`src/rtl/reg_file_param.sv`:
```
// ============================================================================
//  reg_file_param
//  Parametrised multi-read-port register file cleared by a post-reset sweep.
//  Optional feature macro: RF_WRITE_BYPASS_EN (same-cycle write-to-read bypass).
//  Revision: 1.0 - initial release
// ============================================================================
`default_nettype none

module reg_file_param #(
  parameter int XLEN     = 32,
  parameter int NREGS    = 32,
  parameter int NRD      = 2,
  parameter int ZERO_REG = 1,
  localparam int AW      = $clog2(NREGS)
) (
  input  logic                clk,
  input  logic                reset,
  output logic                rf_ready,
  input  logic                RegWrite,
  input  logic [AW-1:0]       Rd,
  input  logic [XLEN-1:0]     Write_data,
  input  logic [NRD*AW-1:0]   Rs,
  output logic [NRD*XLEN-1:0] read_data
);

  typedef enum logic [0:0] {
    SWEEP = 1'b0,
    READY = 1'b1
  } state_e;

  localparam logic [AW-1:0] LAST_IDX = AW'(NREGS - 1);

  state_e          state_q, state_d;
  logic [AW-1:0]   sweep_ptr_q, sweep_ptr_d;
  logic            rf_ready_q, rf_ready_d;

  logic [XLEN-1:0] mem [NREGS];

  logic            zero_wr;
  logic            user_we;
  logic            mem_we;
  logic [AW-1:0]   mem_addr;
  logic [XLEN-1:0] mem_wdata;

  always_comb begin
    state_d     = state_q;
    sweep_ptr_d = sweep_ptr_q;
    rf_ready_d  = rf_ready_q;
    if (state_q == SWEEP) begin
      sweep_ptr_d = sweep_ptr_q + AW'(1);
      if (sweep_ptr_q == LAST_IDX) begin
        state_d    = READY;
        rf_ready_d = 1'b1;
      end
    end
  end

  always_ff @(posedge clk or negedge reset) begin
    if (!reset) begin
      state_q     <= SWEEP;
      sweep_ptr_q <= '0;
      rf_ready_q  <= 1'b0;
    end else begin
      state_q     <= state_d;
      sweep_ptr_q <= sweep_ptr_d;
      rf_ready_q  <= rf_ready_d;
    end
  end

  // Reset forces SWEEP asynchronously, so a write coinciding with reset is
  // dropped without gating storage by reset; sweep writes during reset only
  // rewrite entry 0 with zero.
  always_comb begin
    zero_wr   = (ZERO_REG != 0) && (Rd == '0);
    user_we   = (state_q == READY) && RegWrite && !zero_wr;
    mem_we    = (state_q == SWEEP) || user_we;
    mem_addr  = (state_q == SWEEP) ? sweep_ptr_q : Rd;
    mem_wdata = (state_q == SWEEP) ? '0 : Write_data;
  end

  always_ff @(posedge clk) begin
    if (mem_we) begin
      mem[mem_addr] <= mem_wdata;
    end
  end

  generate
    for (genvar i = 0; i < NRD; i++) begin : g_rd
      logic [AW-1:0]   rs;
      logic [XLEN-1:0] rdata;

      assign rs = Rs[i*AW +: AW];

      always_comb begin
        rdata = '0;
        if (rf_ready_q && !((ZERO_REG != 0) && (rs == '0))) begin
          rdata = mem[rs];
`ifdef RF_WRITE_BYPASS_EN
          if (user_we && (Rd == rs)) begin
            rdata = Write_data;
          end
`endif
        end
      end

      assign read_data[i*XLEN +: XLEN] = rdata;
    end
  endgenerate

  assign rf_ready = rf_ready_q;

endmodule

`default_nettype wire

```
`config.mk`:
```
export PLATFORM = sky130hd
export DESIGN_NAME = reg_file_param
export DESIGN_NICKNAME = d
export VERILOG_FILES = /design/src/rtl/reg_file_param.sv
export SDC_FILE = /design/constraint.sdc
export NUM_CORES = 1
export LEC_CHECK = 0
export CAP_MARGIN = 10
export CORE_MARGIN = 10
export CORE_UTILIZATION = 35
export CTS_CLUSTER_DIAMETER = 50
export DETAILED_ROUTE_END_ITERATION = 10
export GPL_TIMING_DRIVEN = 1
export PLACE_DENSITY = 0.49
export REMOVE_ABC_BUFFERS = 1
export SLEW_MARGIN = 30
export SYNTH_ARGS = -nofsm -noshare
export SYNTH_HDL_FRONTEND = slang
export SYNTH_SLANG_ARGS = --single-unit
```
`constraint.sdc`:
```
create_clock -name clk -period 3.7 [get_ports clk]
set_clock_uncertainty 0.05 [all_clocks]
set_input_delay 0.74 -clock clk [delete_from_list [all_inputs] [get_ports clk]]
set_output_delay 0.74 -clock clk [all_outputs]
set_load 0.01 [all_outputs]
```
* Yosys cells after proc, flatten, opt, wreduce, memory -nomap -nowiden
Memories as Yosys holds them, arrays and structs flattened. Cells that the tools add are included.
Word-level totals: output and inout port bits 65, bits in writable memories 1024, bits in registers 7, logic and storage cells 27, memories 1
Operators by class: multiplexer cells 8, bitwise logic cells 1, reduce and logical (&&, ||, !) cells 12, eq/ne operators 1, $add $sub $neg 1
Memory list:
- mem | words 32, bits a word 32, read ports 2, clocked after memory_dff 0, wr ports 1, line 37 | logic [XLEN-1:0] mem [NREGS];
Operators with widths (count):
- $mux W32 | 3
- $logic_not A5 Y1 | 3
- $add A5 B1 Y5 const B | 1
- $eq A5 B5 Y1 const B | 1
- $mux W5 | 1
- $logic_and A1 B1 Y1 | 4
- $mux W1 | 4
- $logic_not A1 Y1 | 3
- $reduce_and A2 Y1 | 1
- $logic_or A1 B1 Y1 | 1
- $not A1 Y1 | 1

* Longest topological paths before layout
depth in word-level cells 6, mapped depth 8, mapped depth without buffers 4

* Worst setup path after synthesis
OpenSTA, ideal clock, no wires.
path type input -> register, start input port RegWrite, end memory mem[0][0] (enable), setup slack 0.591 ns, required time 3.229 ns, path buffers 0, cell stages on the path 4, data arrival time 2.638 ns, cells stage by stage nor2b_1 nor3b_1 a21oi_1 nor2_1
Between the ends: word-level cells in the longest chain between the ends 5
RTL lines:
- start: declaration | line 19 | input logic RegWrite,
- $logic_and A1 B1 Y1 (2 in a row) | line 75 | user_we = (state_q == READY) && RegWrite && !zero_wr;
- $logic_or A1 B1 Y1 | line 76 | mem_we = (state_q == SWEEP) || user_we;
- $mux W1 | line 82 | if (mem_we) begin
- $mux W1 (implied by the code) | line 83 | mem[mem_addr] <= mem_wdata;
- end: declaration | line 37
No other way between the ends.

* Worst setup path after layout
start input port Rs[6], end output port read_data[61]
Between the ends: word-level cells in the longest chain between the ends 4, elaborated cells between the ends (all ways) 5, those cells by class mux: 1; reduce/logical: 3; memory: 1
RTL lines:
- start: declaration | line 22 | input logic [NRD*AW-1:0] Rs,
- branches (longest 3 deep; another with $mem_v2 Z32 W32)
- $mux W32 (*) | line 96 | if (rf_ready_q && !((ZERO_REG != 0) && (rs == '0))) begin
- end: declaration | line 23 | output logic [NRD*XLEN-1:0] read_data
Every way passes the cells marked *.

==> metrics.txt <==
chip height a little under 400 µm; Hold Vio Cnt, Final 0; met3 usage between 4 and 5%; GR Overflow Total 0; initial antenna violation count 6; P_leak 20.8 nW; largest net degree at the start of global routing a little under 50; Slew headroom 42.1%; vias per cell 6.01; Util after Layout 44.1%; I/O Pins 115; Pint about 22 mW; Pins Over Slew Limit 0; port bufs approximately 110; Post-DRT Antenna Nets 0; M2 GR Usage about a third; clock share of power 46.2%; CP Capture Type output pin; Hold Buf Count CTS 0; final net count 3289; # Max-Cap Violations 0; Root Buffer clkbuf_16; Setup-failing EPs final 0; DP HPWL 111 mm; Period minus WS final 3660 ps; status finished, final reports clean; hold crit path type in2async; power density over the cells 482 mW/mm²; maximum root-to-sink buffer count 3; routed vias 30900; Routed WL per cell ~33 µm; Sink Count 1031; share of layout cells above drive strength 1 29.0%; CTS Buf Count 138; RSZ-0062 raised after global routing yes; DR DRC count 0; fin cells 5135; CP max FO 18; mapped cell area 0.0481 mm²; crit share post-route 99.0%; sequential area share after synthesis between 60% and 70%; critical path type in2out; global-route wire length before repair 240 mm; Critical Path AT 2870 ps; clk_lat worst skew 750 ps; Psw around 7 mW; Clk pin slew, worst setup/hold paths 50 ps; syn_area_per_cell 17.0 µm²; area growth from synthesis to layout 24.8%; flops & latches, synth 1031; Slew @ Worst Pin 869 ps; Pwr Total 28.9 mW; Synth cell types 41; DP Cell Count between 4000 and 5000; Clock H-tree levels 4; routability-driven placement congestion ratio around 0.85; Max VDD drop 388 µV; vias in the first global route ~32000; DP Worst Slack -243 ps; CORE AREA 0.136 mm²; die width 391 µm; CP Data Required Time 2910 ps; # rows ~140; GRT Total Usage 22.0%; achievable frequency between 200 and 300 MHz; Filler cells 11800; CTS tree done; Die ar. 0.153 mm²; Post-Route WL 171 mm; Seq pwr share 44.5%; Synth warnings 0; initial core utilization 35.4%; Pre-antenna DRT Iters 5; CP startpoint kind input pin; Comb power frac under 10%; GR peak layer met2; synthesized instance count about 2800; switching share of power between 20% and 30%; DRT iter0 DRCs 3274; grt met1 use 29.6%; final setup margin 38.4 ps
-- cells in the mapped netlist --
master,n,share of area (%)
edfxtp_1,1024,64
mux2i_1,517,11
a22oi_1,259,4.0
mux4_2,253,12
nand3_1,138,1.4
buf_2,93,0.97
clkbuf_1,85,0.66
nand2_1,69,0.54
nand4_1,65,0.85
a22o_1,63,1.1
a31oi_1,63,0.82
nor2_1,48,0.37
and2_1,39,0.51
buf_4,38,0.59
buf_6,11,0.26
nor2b_1,10,0.13
dfrtp_1,7,0.36
buf_1,6,0.047
a21oi_1,4,0.042
and3_1,3,0.039
and4b_1,3,0.062
inv_1,3,0.023
nor3b_1,3,0.047
xnor2_1,3,0.055
a21o_1,2,0.031
ha_1,2,0.052
mux2_2,2,0.047
nor3_1,2,0.021
nor4bb_1,2,0.042
o21ai_0,2,0.021
a211oi_1,1,0.016
a32o_1,1,0.021
a32oi_1,1,0.018
and2_0,1,0.013
and4bb_1,1,0.026
nand2b_1,1,0.013
nor2_2,1,0.013
nor3b_2,1,0.026
o31a_1,1,0.018
o32ai_1,1,0.018
or2_2,1,0.013
-- power groups by stage --
stage | clock network [mW] | logic [mW] | registers [mW]
global placement | 0 | 2.67 | 13.1
global route | 14.1 | 2.80 | 12.9
finish | 13.4 | 2.69 | 12.9
CTS | 13.6 | 2.68 | 12.9
floorplan | 0 | 1.01 | 13.1
detailed placement | 0 | 2.69 | 13.1
-- metrics by stage --
step                TNS, ps  hold slack [ps]  cell area [µm²]
finish                    0              205            60000
CTS                   -94.7              173            59900
detailed placement    -7670              458            55000
global route          -73.5              194            60000
floorplan            -27210              394            46900
global placement      -6760              429            55000
-- cells in the final DEF (no fill, tap or decap), types with 10 or more instances in the layout --
| cell type | synthesis | final |
|---|---|---|
| edfxtp_1 | 1024 | 1024 |
| clkinv_2 | 0 | 17 |
| a31oi_1 | 63 | 42 |
| a22o_1 | 63 | 61 |
| buf_4 | 38 | 249 |
| a31oi_2 | 0 | 21 |
| dlygate4sd2_1 | 0 | 53 |
| clkbuf_16 | 0 | 143 |
| and2_2 | 0 | 13 |
| nor2_4 | 0 | 40 |
| clkdlybuf4s50_1 | 0 | 44 |
| nand4_1 | 65 | 65 |
| buf_12 | 0 | 124 |
| clkinvlp_4 | 0 | 16 |
| a22oi_1 | 259 | 259 |
| mux2i_1 | 517 | 517 |
| and2_1 | 39 | 25 |
| clkbuf_1 | 85 | 15 |
| bufinv_16 | 0 | 11 |
| clkinv_1 | 0 | 18 |
| mux4_2 | 253 | 253 |
| nand2_1 | 69 | 69 |
| clkinv_4 | 0 | 10 |
| inv_6 | 0 | 12 |
| nand3_1 | 138 | 137 |
-- worst paths after layout --
path	start	endpoint	slack [ps]	cells past startpoint
worst min register to register	sweep_ptr_q[2]	sweep_ptr_q[2]	470	1
worst min-delay path	reset	sweep_ptr_q[4]	210	1
worst max-delay path	Rs[6]	read_data[61]	40	8
worst max register to register	state_q	mem[22][7]	1100	5
max in group asynchronous	reset	rf_ready	3130	1
min in group clk	sweep_ptr_q[2]	sweep_ptr_q[2]	470	1
-- kinds of logic (layout without fill, tap and decap cells) --
logic type	after synthesis	count (layout)	synth area share [%]
compound gates	398	398	6.20
other cells	0	2	0
flops	1031	1031	64.3
mux	772	772	22.7
buf+inv	236	758	2.55
xor+xnor	3	3	0.0547
simple gates	388	388	4.15
fa+ha+maj	2	2	0.0520
-- registers in the layout (all words and copies together), names as in the netlist --
signal	count
mem	1024
rf_ready	1
state_q	1
sweep_ptr_q	5
-- layer usage --
| metal | part of all wire [%] | wire [µm] |
|---|---|---|
| met1 | 42 | 72000 |
| met2 | 47 | 79800 |
| met3 | 7.5 | 12800 |
| met4 | 3.6 | 6170 |
| met5 | 0 | 0 |
-- cell type report --
type	instances	area (µm²)	share of cell area, %
Antenna cell	2	5.00	0.00834
Clock buffer	158	3610	6.02
Clock inverter	97	1000	1.67
Inverter	3	11.3	0.0188
Multi-Input combinational cell	1563	16500	27.5
Sequential cell	1031	30900	51.5
Tap cell	1781	2230	3.71
Timing Repair Buffer	500	5700	9.50
-- critical path, stage by stage --
cell and delay, ps:
buf_8 220, buf_12 190, buf_4 210, buf_4 160
mux4_2 300, a22oi_1 230, nand4_1 220, clkdlybuf4s50_1 540
-- repair_timing --
| item | 4_1_cts | 5_1_grt |
|---|---|---|
| buffers inserted | 7 | 3 |
| pin swaps | 7 | 8 |
| setup endpoints to repair | 64 | 16 |
| gates resized for setup | 95 | 16 |
| cloned | 2 | 1 |
No activity file was read; power rests on OpenSTA's default activity.
